### src/rtl/alu_4bit_pkg.sv
// Shared constants for the 4-bit registered ALU.
//   WIDTH   : operand/result width (only 4 is supported)
//   OP_*    : 3-bit opcode encodings presented on SEL
package alu_4bit_pkg;

  localparam int unsigned WIDTH = 4;

  localparam logic [2:0] OP_ADD = 3'b000;
  localparam logic [2:0] OP_SUB = 3'b001;
  localparam logic [2:0] OP_AND = 3'b010;
  localparam logic [2:0] OP_OR  = 3'b011;
  localparam logic [2:0] OP_XOR = 3'b100;
  localparam logic [2:0] OP_GT  = 3'b101;
  localparam logic [2:0] OP_SHL = 3'b110;
  localparam logic [2:0] OP_SHR = 3'b111;

endpackage

### src/rtl/alu_4bit_addsub.sv
// Combinational add/subtract unit for the ALU.
//   a, b   : operands
//   sub    : 0 = a+b, 1 = a-b
//   sum    : result modulo 2**WIDTH
//   carry  : carry-out for add, borrow (a<b unsigned) for subtract
//   ovf    : two's-complement overflow
module alu_4bit_addsub
  import alu_4bit_pkg::*;
#(
  parameter int unsigned W = WIDTH
) (
  input  logic [W-1:0] a,
  input  logic [W-1:0] b,
  input  logic         sub,
  output logic [W-1:0] sum,
  output logic         carry,
  output logic         ovf
);

  logic [W:0] ext;

  always_comb begin
    ext = '0;
    ovf = 1'b0;
    if (sub) begin
      // Zero-extended difference: the top bit is set exactly when a borrow occurs.
      ext = {1'b0, a} - {1'b0, b};
      ovf = (a[W-1] != b[W-1]) && (ext[W-1] != a[W-1]);
    end else begin
      ext = {1'b0, a} + {1'b0, b};
      ovf = (a[W-1] == b[W-1]) && (ext[W-1] != a[W-1]);
    end
    sum   = ext[W-1:0];
    carry = ext[W];
  end

endmodule

### src/rtl/alu_4bit_core.sv
// Registered 4-bit ALU: add, sub, and, or, xor, unsigned gt, shl, shr.
// Inputs are sampled every rising clk edge; RESULT and flags appear one
// cycle later. No handshake; one operation per cycle.
//   clk       : clock
//   rst_n     : asynchronous active-low reset (RESULT=0, flags 0, ZERO=1)
//   A, B      : operands
//   SEL       : opcode (see alu_4bit_pkg)
//   RESULT    : registered result
//   CARRY     : carry / borrow / shifted-out bit
//   OVERFLOW  : two's-complement overflow for add/sub
//   ZERO      : RESULT == 0
//   PARITY    : ^RESULT, present only when ALU_PARITY_EN is defined
module alu_4bit_core
  import alu_4bit_pkg::*;
#(
  parameter int unsigned WIDTH = alu_4bit_pkg::WIDTH
) (
  input  logic             clk,
  input  logic             rst_n,
  input  logic [WIDTH-1:0] A,
  input  logic [WIDTH-1:0] B,
  input  logic [2:0]       SEL,
  output logic [WIDTH-1:0] RESULT,
  output logic             CARRY,
  output logic             OVERFLOW,
  output logic             ZERO
`ifdef ALU_PARITY_EN
  ,
  output logic             PARITY
`endif
);

  logic [WIDTH-1:0] as_sum;
  logic             as_carry;
  logic             as_ovf;

  logic [WIDTH-1:0] nxt_result;
  logic             nxt_carry;
  logic             nxt_ovf;

  alu_4bit_addsub #(.W(WIDTH)) u_addsub (
    .a     (A),
    .b     (B),
    .sub   (SEL == OP_SUB),
    .sum   (as_sum),
    .carry (as_carry),
    .ovf   (as_ovf)
  );

  always_comb begin
    nxt_result = '0;
    nxt_carry  = 1'b0;
    nxt_ovf    = 1'b0;
    case (SEL)
      OP_ADD, OP_SUB: begin
        nxt_result = as_sum;
        nxt_carry  = as_carry;
        nxt_ovf    = as_ovf;
      end
      OP_AND: nxt_result = A & B;
      OP_OR:  nxt_result = A | B;
      OP_XOR: nxt_result = A ^ B;
      OP_GT:  nxt_result = {{(WIDTH-1){1'b0}}, (A > B)};
      OP_SHL: begin
        nxt_result = {A[WIDTH-2:0], 1'b0};
        nxt_carry  = A[WIDTH-1];
      end
      OP_SHR: begin
        nxt_result = {1'b0, A[WIDTH-1:1]};
        nxt_carry  = A[0];
      end
      default: ;
    endcase
  end

  always_ff @(posedge clk or negedge rst_n) begin
    if (!rst_n) begin
      RESULT   <= '0;
      CARRY    <= 1'b0;
      OVERFLOW <= 1'b0;
      ZERO     <= 1'b1;
    end else begin
      RESULT   <= nxt_result;
      CARRY    <= nxt_carry;
      OVERFLOW <= nxt_ovf;
      ZERO     <= (nxt_result == '0);
    end
  end

`ifdef ALU_PARITY_EN
  always_ff @(posedge clk or negedge rst_n) begin
    if (!rst_n) PARITY <= 1'b0;
    else        PARITY <= ^nxt_result;
  end
`endif

endmodule

### config.mk
export PLATFORM = sky130hd
export DESIGN_NAME = alu_4bit_core
export DESIGN_NICKNAME = d
export VERILOG_FILES = /design/src/rtl/alu_4bit_pkg.sv /design/src/rtl/alu_4bit_addsub.sv /design/src/rtl/alu_4bit_core.sv
export SDC_FILE = /design/constraint.sdc
export NUM_CORES = 1
export LEC_CHECK = 0
export CORE_MARGIN = 10
export CORE_UTILIZATION = 50
export DETAILED_ROUTE_END_ITERATION = 10
export PLACE_DENSITY = 0.88
export REMOVE_ABC_BUFFERS = 1
export SLEW_MARGIN = 20
export SYNTH_ARGS = -nofsm -noshare
export SYNTH_HDL_FRONTEND = slang
export SYNTH_SLANG_ARGS = --single-unit
### constraint.sdc
create_clock -name clk -period 1.5 [get_ports clk]
set_input_delay 0.3 -clock clk [delete_from_list [all_inputs] [get_ports clk]]
set_output_delay 0.3 -clock clk [all_outputs]
set_load 0.005 [all_outputs]
# Word-level counts from Yosys, hierarchy flattened
# Cells that the tools add are included.
[totals]
ff_bits = 7
output_inout_bits = 7
inputBits = 13
[classes]
n_bitwise = 3
n_eq_ne = 11
n_mux = 5
add_sub_neg = 2
magnitude_cmp = 1
n_reduce_logical = 5
[ops]
columns = ["operator", "count"]
rows = [
  ["$pmux 4 s7", 1],
  ["$eq 3x3->1 const B", 4],
  ["$eq 3x2->1 const B", 2],
  ["$add 4x4->5", 1],
  ["$mux 5", 1],
  ["$sub 4x4->5", 1],
  ["$and 4x4->4", 1],
  ["$gt 4x4->1", 1],
  ["$logic_not 4->1", 1],
  ["$or 4x4->4", 1],
  ["$xor 4x4->4", 1],
  ["$eq 3x1->1 const B", 1],
  ["$logic_not 3->1", 1],
  ["$ne 1x1->1", 3],
  ["$pmux 1 s3", 1],
  ["$logic_and 1x1->1", 2],
  ["$mux 1", 2],
  ["$reduce_or 2->1", 1],
  ["$eq 1x1->1", 1],
]

# Depth between registers and ports, before layout
# Gate-level depths: netlist of the first run.
[depth]
depth_word = 5
ltp_mapped = 8
ltp_nobuf = 8

# Cells and area by module
# From an unflattened synthesis of the first run, not the netlist that was laid out.
[unflattened]
cells_unflattened = 120
hier_area_um2 = 1028.5
[modules_own_cells]
columns = ["module", "area_per_inst_um2", "n_inst", "cells_each", "seq_area_each_um2"]
rows = [
  ["alu_4bit_core", 684.4, 1, 77, 176.4],
  ["alu_4bit_addsub", 344.1, 1, 43, 0.0],
]

# Least setup slack after synthesis of the first run
# Ideal clock, no wire load.
[synth_path]
kind = "input to register"
from = "input port B[1]"
to = "register ZERO"
t_arrival_ns = 1.664
required_ns = 1.410
setup_slack_ns = -0.254
cell_stages = 7
path_buffers = 0
path_cell_list = "inv_1 ha_1 o21bai_2 a311oi_2 mux2i_1 a221o_1 nor4_2"
[synth_via]
elab_chain_cells = 4
word_cells_on_any_way = 9
cone_classes = "add/sub: 2; order compare: 1; mux: 2; bitwise: 3; reduce/logical: 1"
[synth_rtl]
columns = ["element", "line_no", "text"]
rows = [
  ["start: declaration", "alu_4bit_core.sv:21", "input logic [WIDTH-1:0] B,"],
  ["$add 4x4->5 or $sub 4x4->5 (tied branches)", "alu_4bit_addsub.sv:30, alu_4bit_addsub.sv:27", ""],
  ["$mux 5 (*)", "alu_4bit_addsub.sv:25", "if (sub) begin"],
  ["$pmux 4 s7 (*)", "alu_4bit_core.sv:54", "case (SEL)"],
  ["net nxt_result[3]", "alu_4bit_core.sv:37", "logic [WIDTH-1:0] nxt_result;"],
  ["$logic_not 4->1 (*)", "alu_4bit_core.sv:86", "ZERO <= (nxt_result == '0);"],
  ["end signal: assignment", "alu_4bit_core.sv:86", ""],
  ["end: declaration", "alu_4bit_core.sv:26", "output logic ZERO"],
]
# The timed path passes the listed nets; every way through them passes the cells marked *.

# Final worst setup path of the first run
[layout_path]
from = "input port A[1]"
to = "register ZERO"
[layout_via]
elab_chain_cells = 4
word_cells_on_any_way = 9
cone_classes = "add/sub: 2; order compare: 1; mux: 2; bitwise: 3; reduce/logical: 1"
[layout_rtl]
columns = ["element", "line_no", "text"]
rows = [
  ["start: declaration", "alu_4bit_core.sv:20", "input logic [WIDTH-1:0] A,"],
  ["$add 4x4->5 or $sub 4x4->5 (tied branches)", "alu_4bit_addsub.sv:30, alu_4bit_addsub.sv:27", ""],
  ["$mux 5 (*)", "alu_4bit_addsub.sv:25", ""],
  ["$pmux 4 s7 (*)", "alu_4bit_core.sv:54", ""],
  ["net nxt_result[3]", "alu_4bit_core.sv:37", ""],
  ["$logic_not 4->1 (*)", "alu_4bit_core.sv:86", ""],
]
# Marks and branches as above.

==> results.sh, run 1 <==
export IMPL_cts_sinks=7
export IMPL_ioPinCount=20
export IMPL_drcViolationCount=0
export IMPL_final_nets=176
export IMPL_arrival_ns=1.80
export IMPL_crit_type="in -> reg"
export IMPL_violations="setup timing"
export IMPL_critPathCaptureType="flop"
export IMPL_avgSynthCellArea_um2=8.660
export IMPL_drive_gt1_frac=0.5608
export IMPL_syn2layout_area_growth_pct=68.98
export IMPL_max_slew_margin=0.7894
export IMPL_die_area_mm2=0.003848
export IMPL_coreArea_mm2=0.001708
export IMPL_num_antenna_cells=0
export IMPL_num_fill_cells=79
export IMPL_hold_class="in -> async"
export IMPL_grt_antenna_before_repair=0
export IMPL_final_core_util=0.8740
export IMPL_switching_power_mw=0.3042
export IMPL_grt_setup_unrepaired="yes"
export IMPL_min_period_ns=1.646
export IMPL_syn_cell_area_um2=883.3
export IMPL_pwr_share_seq=0.250
export IMPL_required_ns=1.66
export IMPL_multi_input_area_um2=785.8
export IMPL_status="finished, violations left"
export IMPL_cts_root_buf="clkbuf_4"
export IMPL_grt_pass1_wl_um=5347
export IMPL_synthCells=102
export IMPL_cts_clk_slew_worst_paths_ns=0.05
export IMPL_wl_per_cell_um=19.03
export IMPL_synth_seq_cells=7
export IMPL_finalSetupTns_ns=-0.1589
export IMPL_place_area_mm2=0.001289
export IMPL_finalCritPeriodShare=1.098
export IMPL_met2_wirelength_um=1729
export IMPL_p_int_mw=0.5671
export IMPL_cts_hold_fix_buffers=0
export IMPL_hpwl_um=2366
export IMPL_seq_area_um2=176.4
export IMPL_initial_utilization=0.5172
export IMPL_worst_pin_slew_ns=0.3158
export IMPL_met3WireLength_um=246
export IMPL_wirelength_um=3293
export IMPL_sw_frac_of_total=0.3491
export IMPL_final_antenna_net_count=0
export IMPL_first_pass_iters=4
export IMPL_grt_overflow_total=0
export IMPL_combinationalPowerShare=0.562
export IMPL_viasPerCell=5.827
export IMPL_die_x_um=62.03
export IMPL_vias=1008
export IMPL_grt_max_degree=13
export IMPL_ys_seq_area_frac=0.1997
export IMPL_post_cts_buffers=0
export IMPL_fp_dieH_um=62.03
export IMPL_rows=15
export IMPL_stdcell_area_mm2=0.001493
export IMPL_synth_cell_types=42
export IMPL_fmax_ghz=0.6074
export IMPL_cts_tree="built"
export IMPL_numCtsBuffers=3
export IMPL_met1_length_um=1170
export IMPL_start_kind="input port"
export IMPL_power_leakage_nw=0.6669
export IMPL_gp_congestion=0.9681
export IMPL_dp_cells=169
export IMPL_setup_viol=2
export IMPL_port_buffers=19
export IMPL_clock_power_share=0.187
export IMPL_grt_usage=0.1851
export IMPL_ir_worst_vdd_mv=0.3032
export IMPL_finalHoldViolations=0
export IMPL_yosysWarningCount=0
export IMPL_drv_slew=0
export IMPL_power_density_mw_per_mm2=583.7
export IMPL_final_cells=173
export IMPL_fin_ws_ns=-0.1465
export IMPL_clockBufferDepth=2
export IMPL_drt_iter0_markers=42
export IMPL_htreeDepth=1
export IMPL_worstPathMaxFanout=4
export IMPL_maxCapViolations=0
export IMPL_highest_layer="met4"
export IMPL_grt_pass1_vias=1148
state kept, by name (all words and copies together) (netlist names):
name      cells
ZERO          1
RESULT        4
CARRY         1
OVERFLOW      1
cell usage after synthesis (all sizes together):
master	instances	area (µm²)
nand4b	1	8.760
nand2	4	15.01
and2	1	8.760
a311oi	1	15.01
nand3	2	10.01
inv	10	37.53
a21oi	9	45.04
a211o	2	17.52
o31ai	1	7.510
o221a	1	11.26
nor3b	2	15.01
nor2	8	30.03
nor2b	2	12.51
buf	7	41.29
a22o	1	8.760
nor4	2	18.77
nand4	1	6.260
a211oi	1	7.510
o21bai	2	18.77
or2	1	6.260
ha	12	150.1
nand3b	1	7.510
a221o	1	10.01
a221oi	1	8.760
dfstp	1	26.28
a22oi	1	7.510
mux2i	5	50.05
xnor2	3	26.28
nor3	2	10.01
dfrtp	6	150.1
o21ai	1	5.000
nand2b	1	6.260
or3	1	6.260
a21o	2	16.27
fa	2	40.04
o211ai	2	15.01
o22ai	1	6.260
cell usage in the layout, fill, tap and decap left out, drive strengths merged, types with 5 or more instances in the layout:
master,synthesis,final
a21oi,9,9
nor2,8,8
clkbuf,0,6
mux2i,5,5
ha,12,12
inv,10,10
dfrtp,6,6
clkdlybuf4s50,0,7
buf,7,36
path summary, 6_finish.rpt:
path                       slack [ns]                   to  cells after the start  startpoint
worst max-delay path            -0.15       ZERO$_DFF_PN1_                      8        A[1]
worst min-delay path             0.31  RESULT[0]$_DFF_PN0_                      1       rst_n
min in group clk                 0.50      CARRY$_DFF_PN0_                      4        A[0]
max in group asynchronous        0.91       ZERO$_DFF_PN1_                      1       rst_n
through the flow:
stage | power (mW) | hold slack, ns | setup slack [ns]
4_1_cts | 0.8405 | 0.3071 | -0.1195
2_1_floorplan | 0.3858 | 0.004409 | -0.2576
3_5_place_dp | 0.6164 | 0.5647 | -0.9427
3_3_place_gp | 0.5913 | 0.5634 | -0.7801
5_1_grt | 0.9133 | 0.3141 | -0.2018
6_report | 0.8713 | 0.3068 | -0.1465
cell families (layout without fill, tap and decap cells):
family	Yosys count	count (layout)	synth area share
mux	5	5	0.05666
fa+ha+maj	14	14	0.2153
compound gates	27	27	0.2266
xor+xnor	3	3	0.02975
simple gates	29	29	0.1827
flops	7	7	0.1997
buf+inv	17	63	0.08923
critical path, stage by stage:
cell and delay [ns]:
buf_6 0.09, inv_4 0.03, ha_4 0.28, o21bai_4 0.07
a311oi_2 0.33, mux2i_1 0.14, a221o_1 0.34, nor4_2 0.22
per-layer routing:
metal / vias up / GRT usage
li1: 453 / -
met5: - / 0
met3: 21 / 0.03862
met1: 474 / 0.1857
met4: 0 / 0.1083
met2: 60 / 0.3421
power by group through the flow:
stage                     clock network [mW]  logic [mW]  registers, mW
final                                  0.163       0.490          0.218
after global routing                   0.178       0.515          0.221
after CTS                              0.166       0.456          0.219
after detailed placement                   0       0.395          0.222
after global placement                     0       0.371          0.220
after floorplan                            0       0.162          0.224
what timing repair did:
action,4_1_cts,5_1_grt
endpoints found under the setup margin,8,7
pin swaps,22,16
gates resized for setup,77,13
layout make-up:
type	count	area share
multi-input combinational	78	0.5264
clock buffer	4	0.01760
tap	25	0.02096
timing repair buffer	49	0.2833
inverter	10	0.03353
sequential	7	0.1182
Power figures use the tool's default switching activity.
==> run 2: changes to the inputs <==
ABC_CLOCK_PERIOD_IN_PS = 1500   (was unset)
==> results of run 2 <==
The final DEF is identical to that of run 1; final timing and power are the same.
==> run 3: changes to the inputs <==
CORE_MARGIN = 1   (was 10)
CORE_UTILIZATION = 39   (was 50)
GPL_ROUTABILITY_DRIVEN = 0   (was unset)
PLACE_DENSITY = 0.73   (was 0.88)
==> run 3 against run 2 <==
Effect of this change: the flow still finishes with violations (setup timing); non-clock buffer count increased by 3; sequential cell count unchanged; setup slack better by 0.018 ns; wire length is 4.5% lower; final cell count up 2.9%; sequential power is essentially flat; power up 4.1%; first-iteration DRC count fell by 21%; clock power is 9% higher; critical path depth is 1 higher; fmax rose by 1.1%; critical path type unchanged; critical endpoint unchanged; largest cell class unchanged.
==> results.sh, run 3 (synthesized netlist as in run 1, its figures left out) <==
export IMPL_status="finished, violations left"
export IMPL_violations="setup timing"
export IMPL_final_cell_mix="buf_4, nor2_1, clkdlybuf4s50_1"
export IMPL_finalHoldViolations=0
export IMPL_ir_worst_vdd_mv=0.4596
export IMPL_num_antenna_cells=0
export IMPL_grt_antenna_before_repair=0
export IMPL_viasPerCell=5.635
export IMPL_finalCritPeriodShare=1.086
export IMPL_die_x_um=49.59
export IMPL_start_kind="input port"
export IMPL_final_common_cell="buf_4"
export IMPL_grt_pass1_vias=975
export IMPL_maxCapViolations=0
export IMPL_final_core_util=0.7727
export IMPL_num_fill_cells=129
export IMPL_switching_power_mw=0.3226
export IMPL_clock_power_share=0.195
export IMPL_largest_register_ff_count=4
export IMPL_grt_max_degree=11
export IMPL_port_buffers=19
export IMPL_drive_gt1_frac=0.5563
export IMPL_final_antenna_net_count=0
export IMPL_power_density_mw_per_mm2=574.9
export IMPL_grt_usage=0.2452
export IMPL_min_period_ns=1.629
export IMPL_drv_slew=0
export IMPL_first_pass_iters=4
export IMPL_sw_frac_of_total=0.3557
export IMPL_worst_pin_slew_ns=0.5213
export IMPL_grt_setup_unrepaired="yes"
export IMPL_drt_iter0_markers=33
export IMPL_seq_area_um2=176.4
export IMPL_initial_utilization=0.4326
export IMPL_hpwl_um=1961
export IMPL_multi_input_area_um2=824.5
export IMPL_crit_type="in -> reg"
export IMPL_final_nets=179
export IMPL_grt_overflow_total=0
export IMPL_rows=16
export IMPL_numCtsBuffers=3
export IMPL_cts_root_buf="clkbuf_4"
export IMPL_wirelength_um=3146
export IMPL_critPathCaptureType="flop"
export IMPL_cts_tree="built"
export IMPL_max_slew_margin=0.6512
export IMPL_regMostFlops="RESULT"
export IMPL_cts_clk_slew_worst_paths_ns=0.06
export IMPL_finalSetupTns_ns=-0.1786
export IMPL_power_leakage_nw=0.6907
export IMPL_die_area_mm2=0.002459
export IMPL_cts_hold_fix_buffers=0
export IMPL_combinationalPowerShare=0.565
export IMPL_drcViolationCount=0
export IMPL_ioPinCount=20
export IMPL_fp_dieH_um=49.59
export IMPL_worstPathMaxFanout=4
export IMPL_coreArea_mm2=0.002042
export IMPL_hold_class="in -> async"
export IMPL_grt_pass1_wl_um=4512
export IMPL_required_ns=1.66
export IMPL_syn2layout_area_growth_pct=78.61
export IMPL_cts_sinks=7
export IMPL_wl_per_cell_um=17.67
export IMPL_fin_ws_ns=-0.1288
export IMPL_p_int_mw=0.5844
export IMPL_vias=1003
export IMPL_arrival_ns=1.79
export IMPL_fmax_ghz=0.6140
export IMPL_setup_viol=3
export IMPL_pwr_share_seq=0.240
export IMPL_htreeDepth=1
export IMPL_clockBufferDepth=2
## run 3: changes by cell type in the layout (fill, tap and decap cells not counted), sizes merged
cell           change
buf                +3
clkdlybuf4s15      +2
clkbuf             -1
clkinv             +1
dlygate4sd2        -1
inv                -1
## run 3: worst max-delay path: stages
cell,delay (ns)
buf_8,0.09
inv_4,0.03
ha_4,0.25
buf_4,0.15
nor4_4,0.28
nor3_2,0.10
nor3b_2,0.16
a211o_1,0.28
nor4_4,0.15
## run 3: cell type report
type | instances | share of cell area
clock buffer | 4 | 0.01665
inverter | 10 | 0.03807
multi-input combinational | 78 | 0.5226
sequential | 7 | 0.1118
tap | 27 | 0.02141
timing repair buffer | 52 | 0.2895
## run 3: worst paths after layout
check / startpoint / end / slack [ns]
min in group clk: A[0] / CARRY$_DFF_PN0_ / 0.52
worst max-delay path: A[1] / ZERO$_DFF_PN1_ / -0.13
worst min-delay path: rst_n / RESULT[3]$_DFF_PN0_ / 0.29
max in group asynchronous: rst_n / ZERO$_DFF_PN1_ / 0.92
## run 3: power by group through the flow
stage	combinational (mW)	clock (mW)	sequential, mW
after global placement	0.373	0	0.220
after floorplan	0.162	0	0.224
after CTS	0.428	0.177	0.218
after global routing	0.541	0.194	0.221
after detailed placement	0.382	0	0.221
final	0.513	0.177	0.217
## run 3: per-layer routing
layer  track usage  up-vias  part of all wire
met5             0        -                 0
met4        0.1524        0             0.030
met3       0.05864       10             0.064
met2        0.4347       47              0.53
met1        0.2566      487              0.38
li1              -      459                 -
## run 3: per-stage QoR
| stage | total power [mW] | cell area, µm² | worst slack [ns] | cells | hold slack, ns |
|---|---|---|---|---|---|
| global route | 0.9559 | 1578 | -0.2028 | 178 | 0.3076 |
| CTS | 0.8223 | 1449 | -0.1376 | 179 | 0.3019 |
| finish | 0.9070 | 1578 | -0.1288 | 178 | 0.2888 |
| global placement | 0.5930 | 1291 | -0.8182 | 171 | 0.5650 |
| floorplan | 0.3858 | 842.1 | -0.2576 | 95 | 0.004409 |
| detailed placement | 0.6033 | 1291 | -0.9334 | 171 | 0.5750 |
## run 3: timing repair
| item | CTS | global route |
|---|---|---|
| gates resized for setup | 67 | 29 |
| setup endpoints to repair | 8 | 6 |
| setup buffers | 4 | 0 |
| pin swaps | 7 | 16 |
